File: config.mk
export PLATFORM = sky130hd
export DESIGN_NAME = scaler_v_ctrl
export DESIGN_NICKNAME = d
export VERILOG_FILES = /design/src/rtl/scaler_v_ctrl.sv
export SDC_FILE = /design/constraint.sdc
export NUM_CORES = 1
export LEC_CHECK = 0
export CAP_MARGIN = 20
export CORE_ASPECT_RATIO = 0.9
export CORE_MARGIN = 5
export CORE_UTILIZATION = 40
export DETAILED_ROUTE_END_ITERATION = 12
export GPL_ROUTABILITY_DRIVEN = 0
export MAX_ROUTING_LAYER = met4
export PLACE_DENSITY = 0.68
export RECOVER_POWER = 100
export SYNTH_ARGS = -nofsm -noshare
export SYNTH_HDL_FRONTEND = slang
export SYNTH_SLANG_ARGS = --single-unit
File: constraint.sdc
create_clock -name clk -period 6.6 [get_ports clk]
set_clock_uncertainty 0.2 [all_clocks]
set_input_delay 1.32 -clock clk [delete_from_list [all_inputs] [get_ports clk]]
set_output_delay 1.32 -clock clk [all_outputs]
set_load 0.05 [all_outputs]
File: src/rtl/scaler_v_ctrl.sv
// scaler_v_ctrl: frame-synchronous sequencer deriving scaler_v step/line size in vblank.
// Optional statistics outputs are enabled by defining SCALER_V_CTRL_STAT_EN.
module scaler_v_ctrl #(
  parameter int LINE_STEP     = 4096,
  parameter int STEP_MIN      = 256,
  parameter int LINE_SIZE_MAX = 4096,
  parameter int CNT_WIDTH     = 16
) (
  input  logic                 clk,
  input  logic                 rst,
  input  logic                 de_i,
  input  logic                 hs_i,
  input  logic                 vs_i,
  input  logic [15:0]          cfg_step_i,
  input  logic                 cfg_wr_i,
  input  logic                 err_clr_i,
  output logic [15:0]          scale_step_o,
  output logic [CNT_WIDTH-1:0] scale_line_size_o,
  output logic                 upd_o,
  output logic [CNT_WIDTH-1:0] width_o,
  output logic                 pend_o,
  output logic                 busy_o,
  output logic                 err_o
`ifdef SCALER_V_CTRL_STAT_EN
  ,
  output logic [CNT_WIDTH-1:0] stat_height_o,
  output logic [15:0]          stat_frames_o
`endif
);

  localparam int ACC_W = CNT_WIDTH + 13;

  typedef enum logic [1:0] {S_IDLE, S_CALC, S_APPLY} state_t;

  state_t               state_q, state_d;
  logic                 vs_q, vs_d, rise_q, rise_d;
  logic [CNT_WIDTH-1:0] pix_cnt_q, pix_cnt_d, width_q, width_d;
  logic [CNT_WIDTH-1:0] applied_w_q, applied_w_d, size_q, size_d;
  logic [15:0]          shadow_q, shadow_d, step_q, step_d;
  logic                 pend_q, pend_d, err_q, err_d, upd_q, upd_d;
  logic                 wr_seen_q, wr_seen_d;
  logic [15:0]          st_q, st_d;
  logic [ACC_W-1:0]     tgt_q, tgt_d, acc_q, acc_d, nxt;
  logic [CNT_WIDTH-1:0] cnt_q, cnt_d;
  logic                 wr_ok, wr_bad, close, trigger, fits, abort;

  always_comb begin
    wr_ok   = cfg_wr_i && (cfg_step_i >= 16'(STEP_MIN));
    wr_bad  = cfg_wr_i && !wr_ok;
    close   = (hs_i || vs_i) && (pix_cnt_q != '0);
    rise_d  = vs_i && !vs_q;
    vs_d    = vs_i;
    // The trigger acts one clock after the rise is sampled (registered edge detect).
    trigger = rise_q && (state_q == S_IDLE) && (pend_q || (width_q != applied_w_q))
              && (width_q != '0);
    nxt     = acc_q + ACC_W'(st_q);
    fits    = (nxt <= tgt_q);
    abort   = (state_q == S_CALC) &&
              (!vs_i || (fits && (cnt_q >= CNT_WIDTH'(LINE_SIZE_MAX))));
  end

  // State register
  always_ff @(posedge clk) begin
    if (rst) state_q <= S_IDLE;
    else     state_q <= state_d;
  end

  // Next-state logic
  always_comb begin
    state_d = state_q;
    unique case (state_q)
      S_IDLE:  if (trigger) state_d = S_CALC;
      S_CALC:  if (abort) state_d = S_IDLE;
               else if (!fits) state_d = S_APPLY;
      S_APPLY: state_d = S_IDLE;
      default: state_d = S_IDLE;
    endcase
  end

  // Output / datapath logic
  always_comb begin
    pix_cnt_d   = pix_cnt_q;
    width_d     = width_q;
    shadow_d    = shadow_q;
    pend_d      = pend_q;
    err_d       = err_q;
    upd_d       = 1'b0;
    step_d      = step_q;
    size_d      = size_q;
    applied_w_d = applied_w_q;
    wr_seen_d   = wr_seen_q;
    st_d        = st_q;
    tgt_d       = tgt_q;
    acc_d       = acc_q;
    cnt_d       = cnt_q;

    if (hs_i || vs_i) begin
      if (close) begin
        width_d   = pix_cnt_q;
        pix_cnt_d = '0;
      end
    end else if (de_i && (pix_cnt_q != '1)) begin
      pix_cnt_d = pix_cnt_q + CNT_WIDTH'(1);
    end

    if (wr_ok) begin
      shadow_d = cfg_step_i;
      pend_d   = 1'b1;
    end

    // A write coinciding with the trigger misses the snapshot, so it counts as pending.
    if (trigger)    wr_seen_d = wr_ok;
    else if (wr_ok) wr_seen_d = 1'b1;

    if (trigger) begin
      st_d  = shadow_q;
      tgt_d = ACC_W'(width_q - CNT_WIDTH'(1)) * ACC_W'(LINE_STEP);
      acc_d = '0;
      cnt_d = CNT_WIDTH'(1);
    end else if ((state_q == S_CALC) && fits && !abort) begin
      acc_d = nxt;
      cnt_d = cnt_q + CNT_WIDTH'(1);
    end

    if (state_q == S_APPLY) begin
      step_d      = st_q;
      size_d      = cnt_q;
      upd_d       = 1'b1;
      pend_d      = wr_seen_q || wr_ok;
      applied_w_d = width_q;
    end

    if (err_clr_i)        err_d = 1'b0;
    if (wr_bad || abort)  err_d = 1'b1;
  end

  always_ff @(posedge clk) begin
    if (rst) begin
      vs_q        <= 1'b0;
      rise_q      <= 1'b0;
      pix_cnt_q   <= '0;
      width_q     <= '0;
      shadow_q    <= 16'(LINE_STEP);
      pend_q      <= 1'b0;
      err_q       <= 1'b0;
      upd_q       <= 1'b0;
      step_q      <= 16'(LINE_STEP);
      size_q      <= '0;
      applied_w_q <= '0;
      wr_seen_q   <= 1'b0;
    end else begin
      vs_q        <= vs_d;
      rise_q      <= rise_d;
      pix_cnt_q   <= pix_cnt_d;
      width_q     <= width_d;
      shadow_q    <= shadow_d;
      pend_q      <= pend_d;
      err_q       <= err_d;
      upd_q       <= upd_d;
      step_q      <= step_d;
      size_q      <= size_d;
      applied_w_q <= applied_w_d;
      wr_seen_q   <= wr_seen_d;
    end
  end

  // Calculation datapath: only meaningful after a trigger snapshot.
  always_ff @(posedge clk) begin
    st_q  <= st_d;
    tgt_q <= tgt_d;
    acc_q <= acc_d;
    cnt_q <= cnt_d;
  end

  assign scale_step_o      = step_q;
  assign scale_line_size_o = size_q;
  assign upd_o             = upd_q;
  assign width_o           = width_q;
  assign pend_o            = pend_q;
  assign busy_o            = (state_q != S_IDLE);
  assign err_o             = err_q;

`ifdef SCALER_V_CTRL_STAT_EN
  logic [CNT_WIDTH-1:0] line_cnt_q, line_cnt_d, height_q, height_d;
  logic [15:0]          frames_q, frames_d;

  always_comb begin
    line_cnt_d = line_cnt_q;
    height_d   = height_q;
    frames_d   = frames_q;
    if (rise_d) begin
      height_d   = line_cnt_q + (close ? CNT_WIDTH'(1) : CNT_WIDTH'(0));
      line_cnt_d = '0;
      frames_d   = frames_q + 16'd1;
    end else if (close) begin
      line_cnt_d = line_cnt_q + CNT_WIDTH'(1);
    end
  end

  always_ff @(posedge clk) begin
    if (rst) begin
      line_cnt_q <= '0;
      height_q   <= '0;
      frames_q   <= '0;
    end else begin
      line_cnt_q <= line_cnt_d;
      height_q   <= height_d;
      frames_q   <= frames_d;
    end
  end

  assign stat_height_o = height_q;
  assign stat_frames_o = frames_q;
`endif

endmodule

# After elaboration in Yosys (flattened, before gate mapping)

Index checks and enable logic that the tools add are counted.

Register bits: 182
Input port bits: 23
Output and inout bits: 52
Logic and storage cells: 76

$add $sub $neg: 4
Magnitude comparators: 3
Eq/ne operators: 7
Multiplexer cells: 13
Reduce and logical (&&, ||, !) cells: 32

Operators with widths:

| cell                    | number |
|---|---|
| $mux W16                | 3 |
| $add A16 B1 Y16 const B | 2 |
| $reduce_bool A16 Y1     | 2 |
| $add A29 B16 Y29        | 1 |
| $le A29 B29 Y1          | 1 |
| $sub A16 B1 Y17 const B | 1 |
| $ge A16 B13 Y1 const B  | 1 |
| $ge A16 B9 Y1 const B   | 1 |
| $ne A16 B16 Y1          | 1 |
| $ne A16 B16 Y1 const B  | 1 |
| $logic_and A1 B1 Y1     | 12 |
| $reduce_bool A2 Y1      | 5 |
| $mux W1                 | 6 |
| $mux W2                 | 3 |
| $reduce_and A2 Y1       | 3 |
| $logic_or A1 B1 Y1      | 5 |
| $logic_not A1 Y1        | 4 |
| $ne A2 B2 Y1 const B    | 2 |
| $pmux W2 S2             | 1 |
| $ne A3 B3 Y1 const B    | 1 |
| $eq A2 B1 Y1 const B    | 1 |
| $eq A2 B2 Y1 const B    | 1 |
| $logic_not A2 Y1        | 1 |

# Logic depth before layout (Yosys ltp)

Gate-level depths: netlist of the first run.

Depth in word-level cells: 7
Gate-level depth with buffers: 23
Depth with buffers taken out: 21

# Least setup slack after synthesis of the first run

No wires, ideal clock.

Path kind: register to register
Start: register st_q[0]
End: register acc_q[26]
Library setup time: 0.122 ns
Arrival: 4.611 ns
Data required time: 6.278 ns
Setup slack: 1.667 ns
Cell stages (with the launch flop): 22
Buffers on the path: 1
Clock period less this slack: 4.933 ns
Cells stage by stage: edfxtp_1 ha_1 inv_1 fa_1 nand2b_1 a21oi_2 o2111ai_1 a31oi_1 nor2_1 a211o_1 clkbuf_1 o31a_1 or2_2 ha_1 nand4_1 nor3_1 nand4_1 nor4_4 nand4_4 a21oi_2 nor2_2 a221o_1

Longest elaborated chain between the ends: 7
Elaborated cells between the ends (all ways): 8
Those cells by class: add/sub (1); order compare (1); reduce/logical (6)

RTL lines:

| what                     | line | RTL |
|---|---|---|
| start: declaration       | 42   | `logic [15:0] st_q, st_d;` |
| start signal: assignment | 169  | `st_q <= st_d;` |
| $add A29 B16 Y29 (*)     | 56   | `nxt = acc_q + ACC_W'(st_q);` |
| net nxt[24]              | 43   | `logic [ACC_W-1:0] tgt_q, tgt_d, acc_q, acc_d, nxt;` |
| $le A29 B29 Y1 (*)       | 57   | `fits = (nxt <= tgt_q);` |
| $logic_and A1 B1 Y1      | 59   | `(!vs_i \|\| (fits && (cnt_q >= CNT_WIDTH'(LINE_SIZE_MAX))));` |
| $logic_or A1 B1 Y1       | 59   |  |
| $logic_and A1 B1 Y1      | 58   | `abort = (state_q == S_CALC) &&` |
| $logic_not A1 Y1         | 120  | `end else if ((state_q == S_CALC) && fits && !abort) begin` |
| $logic_and A1 B1 Y1 (*)  | 120  |  |
| end signal: assignment   | 171  | `acc_q <= acc_d;` |
| end: declaration         | 43   |  |

Mark *: on every way through the listed nets, which the timed path passes. The rest lies on a longest branch.
A chain may end at the register's enable or synchronous reset.

# Worst setup path after layout of the first run

Start: register acc_q[0]
End: register cnt_q[5]

Longest elaborated chain between the ends: 7
Elaborated cells between the ends (all ways): 8
Those cells by class: add/sub (1); order compare (1); reduce/logical (6)

RTL lines:

| what                    | line | RTL |
|---|---|---|
| $add A29 B16 Y29 (*)    | 56   |  |
| net nxt[24]             | 43   |  |
| $le A29 B29 Y1 (*)      | 57   |  |
| $logic_and A1 B1 Y1     | 59   |  |
| $logic_or A1 B1 Y1      | 59   |  |
| $logic_and A1 B1 Y1     | 58   |  |
| $logic_not A1 Y1        | 120  |  |
| $logic_and A1 B1 Y1 (*) | 120  |  |
| end signal: assignment  | 172  | `cnt_q <= cnt_d;` |
| end: declaration        | 44   | `logic [CNT_WIDTH-1:0] cnt_q, cnt_d;` |

Marked as above.

==> reports/results.txt, run 1 <==
Worst EP arrival = 5.92 ns
CP max stage cell = or3_1
Post-Place Cells = 1,299
Routed vias/inst = 5.18
GRT Overall Usage = 0.178
Max Buffers Root-to-Sink = 2
Worst skew pair latency = 0.43 ns
Io pins = 75
Synthesized flop and latch total = 182
Crit-path max cell delay = 0.46 ns
CTS tree = yes
Ys Warns = 0
Min-Delay Path Class = flip-flop to flip-flop
Critical path class = flip-flop to flip-flop
Resize count post-CTS = 0
Violated checks = max-capacitance violations, max-slew violations
CP Data Required Time = 6.74 ns
Setup-failing EPs final = 0
Adder-Cell Fraction of Synth Area = 0.0573
Commonest cells post-synth = nand2_1 (171), dfxtp_1 (149), a21oi_1 (84)
IR drop worst, VDD = 0.185 mV
Pwr/cell area = 224 nW/um^2
Synth Area in Simple Gates = 0.224
Final ANT Viol Nets = 0
Post-synthesis xor/xnor area fraction = 0.0597
Relative slew slack = -0.460
Leading post-synthesis cells by cell area = dfxtp_1 (34%), edfxtp_1 (11%), nand2_1 (7.4%), ha_1 (5.5%), a21oi_1 (4.9%)
Placed cell area = 9620 um^2
Count leader, synth = nand2_1
Vias in the first global route = 6,522
Crit Path Max Fanout = 18
Async set or reset register ratio after synthesis = 0
Final period utilization = 0.876
Yosys top cell area share = 0.345
Status = complete, but fails checks
Mapped Area = 8650 um^2
Syn avg cell area = 8.87 um^2
Synth area leader = dfxtp_1
Drt total wl = 20,900 um
Hold-fix buffers, CTS = 0
Final std cells w/o fill = 1,331
Area Growth Syn to Fin = 17.4%
Die Footprint = 24,700 um^2
Largest net degree at the start of global routing = 51
Mapped Nets = 1,038
Clock root buffer master = clkbuf_16
First-pass GRT wire length = 33,900 um
Core ar. = 21,400 um^2
Peak Freq = 0.173 GHz
Synth unique cells = 69
CP Launch Type = flip-flop
Max_cap viols = 5
Post-layout min period = 5.78 ns
Remaining DRCs = 0
Post-synthesis mux area share = 0.0266
Hpwl dp = 15,000 um
Slew Limit Fails = 223
Die Ht = 150 um
ANT cells = 0
Total gr overflow = 0
Htree depth = 4
Worst-Margin Slew = 2.19 ns
Setup_tns = 0 ns
Min Hold Slack = 0.208 ns
Clock sink total = 182
Leak = 4.17 nW
Die width = 165 um
Worst path cell trace = ha_1 > inv_1 > fa_1 > nand2b_1 > a21oi_1 > o2111ai_1 > a31oi_1 > nor2_1 > a211o_1 > o31a_1 > or2_2 > ha_1 > nand4_1 > nor3_1 > nand4_1 > nor4_4 > and4_1 > o21ai_2 > clkbuf_1 > or3_1 > a21oi_1
CTS buffer count = 17
EDFF count, synth = 33
DRT iter0 DRCs = 439
Share of layout cells above drive strength 1 = 0.0510
Port Buffers = 74
Synth Area in Compound Gates = 0.131
Vias = 6,892
RSZ-0062 raised after global routing = false
Avg WL per Cell = 15.7 um
Clock slew at reported path FFs = 0.06 ns
Antenna violations before repair = 0
Finished Cell Area = 10,200 um^2
Std-Cell Rows = 51
Sequential share of the synthesized area = 0.459
Gate Count Post-Synth = 976
Largest family of logic cells by synthesized area = simple AND/OR/NAND/NOR gates
Starting Density = 0.404
Crit. End Element = flip-flop
Layout Nets = 1,089
Synth Flop Type = dfxtp_1
Final Hold Fails = 0
R2R Setup Slk = 0.82 ns
Pre-antenna DRT Iters = 5
Post-CTS Setup Bufs = 0
## placed cells by master (no fill, tap or decap), types with 8 or more instances in the layout
master | Yosys | layout
nand2_1 | 171 | 171
dfxtp_1 | 149 | 149
a21oi_1 | 84 | 86
nor2_1 | 71 | 71
dlygate4sd3_1 | 0 | 53
inv_1 | 42 | 43
nand3_1 | 39 | 39
ha_1 | 38 | 38
xnor2_1 | 34 | 34
edfxtp_1 | 33 | 33
xor2_1 | 25 | 25
o21ai_0 | 23 | 24
mux2i_1 | 23 | 23
nor3_1 | 20 | 21
clkdlybuf4s50_1 | 0 | 20
clkbuf_16 | 0 | 18
a21o_1 | 14 | 14
nand2b_1 | 13 | 13
and3_1 | 13 | 13
nand4_1 | 10 | 11
nor4_1 | 10 | 11
or3_1 | 8 | 8
## logic make-up after synthesis
kind of cell,Yosys count
simple gates,403
compound gates,178
fa+ha+maj,39
mux,23
flops,182
buf+inv,92
xor+xnor,59
## final timing paths
path,startpoint,to,cells past startpoint
min reg2reg,vs_q$_SDFF_PP0_,rise_q$_SDFF_PP0_,1
max,acc_q[0]$_SDFFE_PP0P_,cnt_q[5]$_SDFFE_PP0P_,21
max reg2reg,acc_q[0]$_SDFFE_PP0P_,cnt_q[5]$_SDFFE_PP0P_,21
min,vs_q$_SDFF_PP0_,rise_q$_SDFF_PP0_,1
## metal layers
metal,share of wire,track usage,up-vias
met3,0.034,0.0344,34
met2,0.46,0.276,124
met4,0.029,0.0674,0
li1,-,-,3486
met1,0.47,0.231,3248
met5,0,-,-
## sequential cells by signal (all words and copies together), names as in the netlist
| name | count |
|---|---|
| acc_q | 29 |
| applied_w_q | 16 |
| cnt_q | 16 |
| err_o | 1 |
| pend_o | 1 |
| pix_cnt_q | 16 |
| rise_q | 1 |
| scale_line_size_o | 16 |
| scale_step_o | 16 |
| shadow_q | 16 |
| st_q | 16 |
| state_q | 2 |
| tgt_q | 17 |
| upd_o | 1 |
| vs_q | 1 |
| width_o | 16 |
| wr_seen_q | 1 |
## area by class of cell
| class | instances | area, um^2 |
|---|---|---|
| fillers | 2053 | 11300 |
| multi-input cells | 702 | 4280 |
| flip-flops and latches | 182 | 3970 |
| repair buffers | 81 | 776 |
| clock buffers | 23 | 489 |
| well taps | 291 | 364 |
| inverters | 43 | 161 |
| clock inverters | 9 | 113 |
## power breakdown
part	leakage (nW)	internal [W]	switching (W)
registers	1.51	0.00114	0.00000964
clock network	0.295	0.000605	0.000434
logic	2.36	0.0000365	0.0000497
## worst max-delay path, delay by kind of cell (launching register included)
family          cells  cell delay, ns
flops               1            0.35
fa+ha+maj           3            0.87
buf+inv             2            0.42
compound gates      7            1.86
simple gates        9            2.01
## per-stage QoR
step	utilization	total power [W]	setup slack, ns
after floorplan	-	0.00123	1.67
after global placement	0.449	0.00126	1.31
after detailed placement	0.449	0.00126	1.20
after CTS	0.477	0.00229	1.12
after global routing	0.474	0.00235	0.373
final	0.474	0.00227	0.815
Note: power is estimated with default switching activity, not from simulation.
==> run 2, diff against run 1 <==
Clock period 6.6 ns to 6.2 ns, I/O delays scaled along.
==> reports/results.txt, run 2 (same netlist as run 1, synthesis figures left out) <==
Hold-fix buffers, CTS = 0
RSZ-0062 raised after global routing = false
Clock slew at reported path FFs = 0.07 ns
First-pass GRT wire length = 33,700 um
GRT Overall Usage = 0.176
Total gr overflow = 0
Worst EP arrival = 5.71 ns
Max FFs per register = 29
Post-route setup slack = 0.598 ns
Max Buffers Root-to-Sink = 2
Peak Freq = 0.179 GHz
Layout Nets = 1,089
Status = complete, but fails checks
Remaining DRCs = 0
Relative slew slack = -1.63
CP max stage cell = a211o_1
Worst slack, placed = 0.752 ns
CP Launch Type = flip-flop
Pwr/cell area = 234 nW/um^2
IR drop worst, VDD = 0.199 mV
Final ANT Viol Nets = 0
Max_cap viols = 2
CP Data Required Time = 6.31 ns
Post-CTS Setup Bufs = 0
CTS tree = yes
Setup-failing EPs final = 0
Worst reg-to-reg path cell count = 21
Commonest non-fill, non-tap cells in the layout = nand2_1 (171), dfxtp_1 (149), a21oi_1 (86)
Hold Path Stages = 1
Worst-Margin Slew = 3.94 ns
Routed vias/inst = 5.20
Share of layout cells above drive strength 1 = 0.0587
Fillers = 2,050
Vias = 6,924
Worst path cell trace = ha_1 > inv_1 > fa_1 > nand2b_1 > a21oi_1 > o2111ai_1 > a31oi_1 > nor2_1 > a211o_1 > o31a_1 > or2_2 > ha_1 > nand4_1 > nor3_1 > nand4_1 > nor4_4 > nand4_4 > a21oi_1 > buf_4 > nor2_2 > a221o_1
Io pins = 75
Leak = 4.18 nW
Htree depth = 4
Setup_tns = 0 ns
Antenna violations before repair = 0
DRT iter0 DRCs = 478
Crit-path max cell delay = 0.42 ns
Clock root buffer master = clkbuf_16
Critical path class = flip-flop to flip-flop
Min-Delay Path Class = flip-flop to flip-flop
Post-layout min period = 5.60 ns
Biggest regs = acc_q x29, tgt_q x17
Avg WL per Cell = 15.5 um
Drt total wl = 20,600 um
Die Footprint = 24,700 um^2
Area Growth Syn to Fin = 17.8%
Slew Limit Fails = 127
Clock sink total = 182
Pre-antenna DRT Iters = 5
Violated checks = max-capacitance violations, max-slew violations
Port Buffers = 74
Hpwl dp = 14,700 um
Vias in the first global route = 6,616
Largest net degree at the start of global routing = 91
Starting Density = 0.404
Crit. End Element = flip-flop
Final Hold Fails = 0
Std-Cell Rows = 51
ANT cells = 0
Crit Path Max Fanout = 13
Die width = 165 um
Core ar. = 21,400 um^2
Final period utilization = 0.904
Largest Register = acc_q
Worst skew pair latency = 0.43 ns
CTS buffer count = 17
Most common cell after layout, fill and taps aside = nand2_1
Die Ht = 150 um
Resize count post-CTS = 0
Min Hold Slack = 0.194 ns
[run 2: worst paths after layout]
check	startpoint	endpoint	slack [ns]
hold / removal	vs_q$_SDFF_PP0_	rise_q$_SDFF_PP0_	0.19
hold reg to reg	vs_q$_SDFF_PP0_	rise_q$_SDFF_PP0_	0.19
setup reg to reg	st_q[0]$_DFFE_PP_	acc_q[26]$_SDFFE_PP0P_	0.60
setup / recovery	st_q[0]$_DFFE_PP_	acc_q[26]$_SDFFE_PP0P_	0.60
[run 2: area by class of cell]
cell class / instances / area (um^2) / share of cell area
Clock buffer: 22 / 507 / 0.0497
Clock inverter: 10 / 82.6 / 0.00810
Inverter: 43 / 161 / 0.0158
Multi-Input combinational cell: 702 / 4300 / 0.421
Sequential cell: 182 / 3970 / 0.390
Tap cell: 291 / 364 / 0.0357
Timing Repair Buffer: 81 / 810 / 0.0794
[run 2: metal layers]
metal	vias to the layer above	global-route usage	wire, um
li1	3496	-	-
met4	0	0.0528	466
met3	27	0.0300	629
met5	-	-	0
met1	3283	0.231	9790
met2	118	0.279	9730
[run 2: where the power goes]
group	internal, W	switching, W
clock	0.000592	0.000474
combinational	0.0000396	0.0000526
sequential	0.00121	0.00000991
[run 2: critical path: cells and delay by family, from the launching register on]
kind                     cells  cell delay (ns)
AO/OA/AOI/OAI                7             2.20
AND/OR/NAND/NOR              9             1.62
adder cells (fa/ha/maj)      3             0.85
flip-flops                   1             0.35
buffers and inverters        2             0.28
[run 2: per-stage QoR]
stage	utilization	power (W)	cells	area [um^2]
2_1_floorplan	-	0.00131	976	8650
3_3_place_gp	0.448	0.00134	1297	9600
3_5_place_dp	0.449	0.00134	1298	9620
4_1_cts	0.476	0.00240	1330	10200
5_1_grt	0.475	0.00246	1331	10200
6_report	0.475	0.00238	1331	10200
==> run 3, diff against run 2 <==
Settings changed: SKIP_LAST_GASP set to 1.
==> results of run 3 <==
The final DEF is identical to that of run 2; final timing and power are the same.
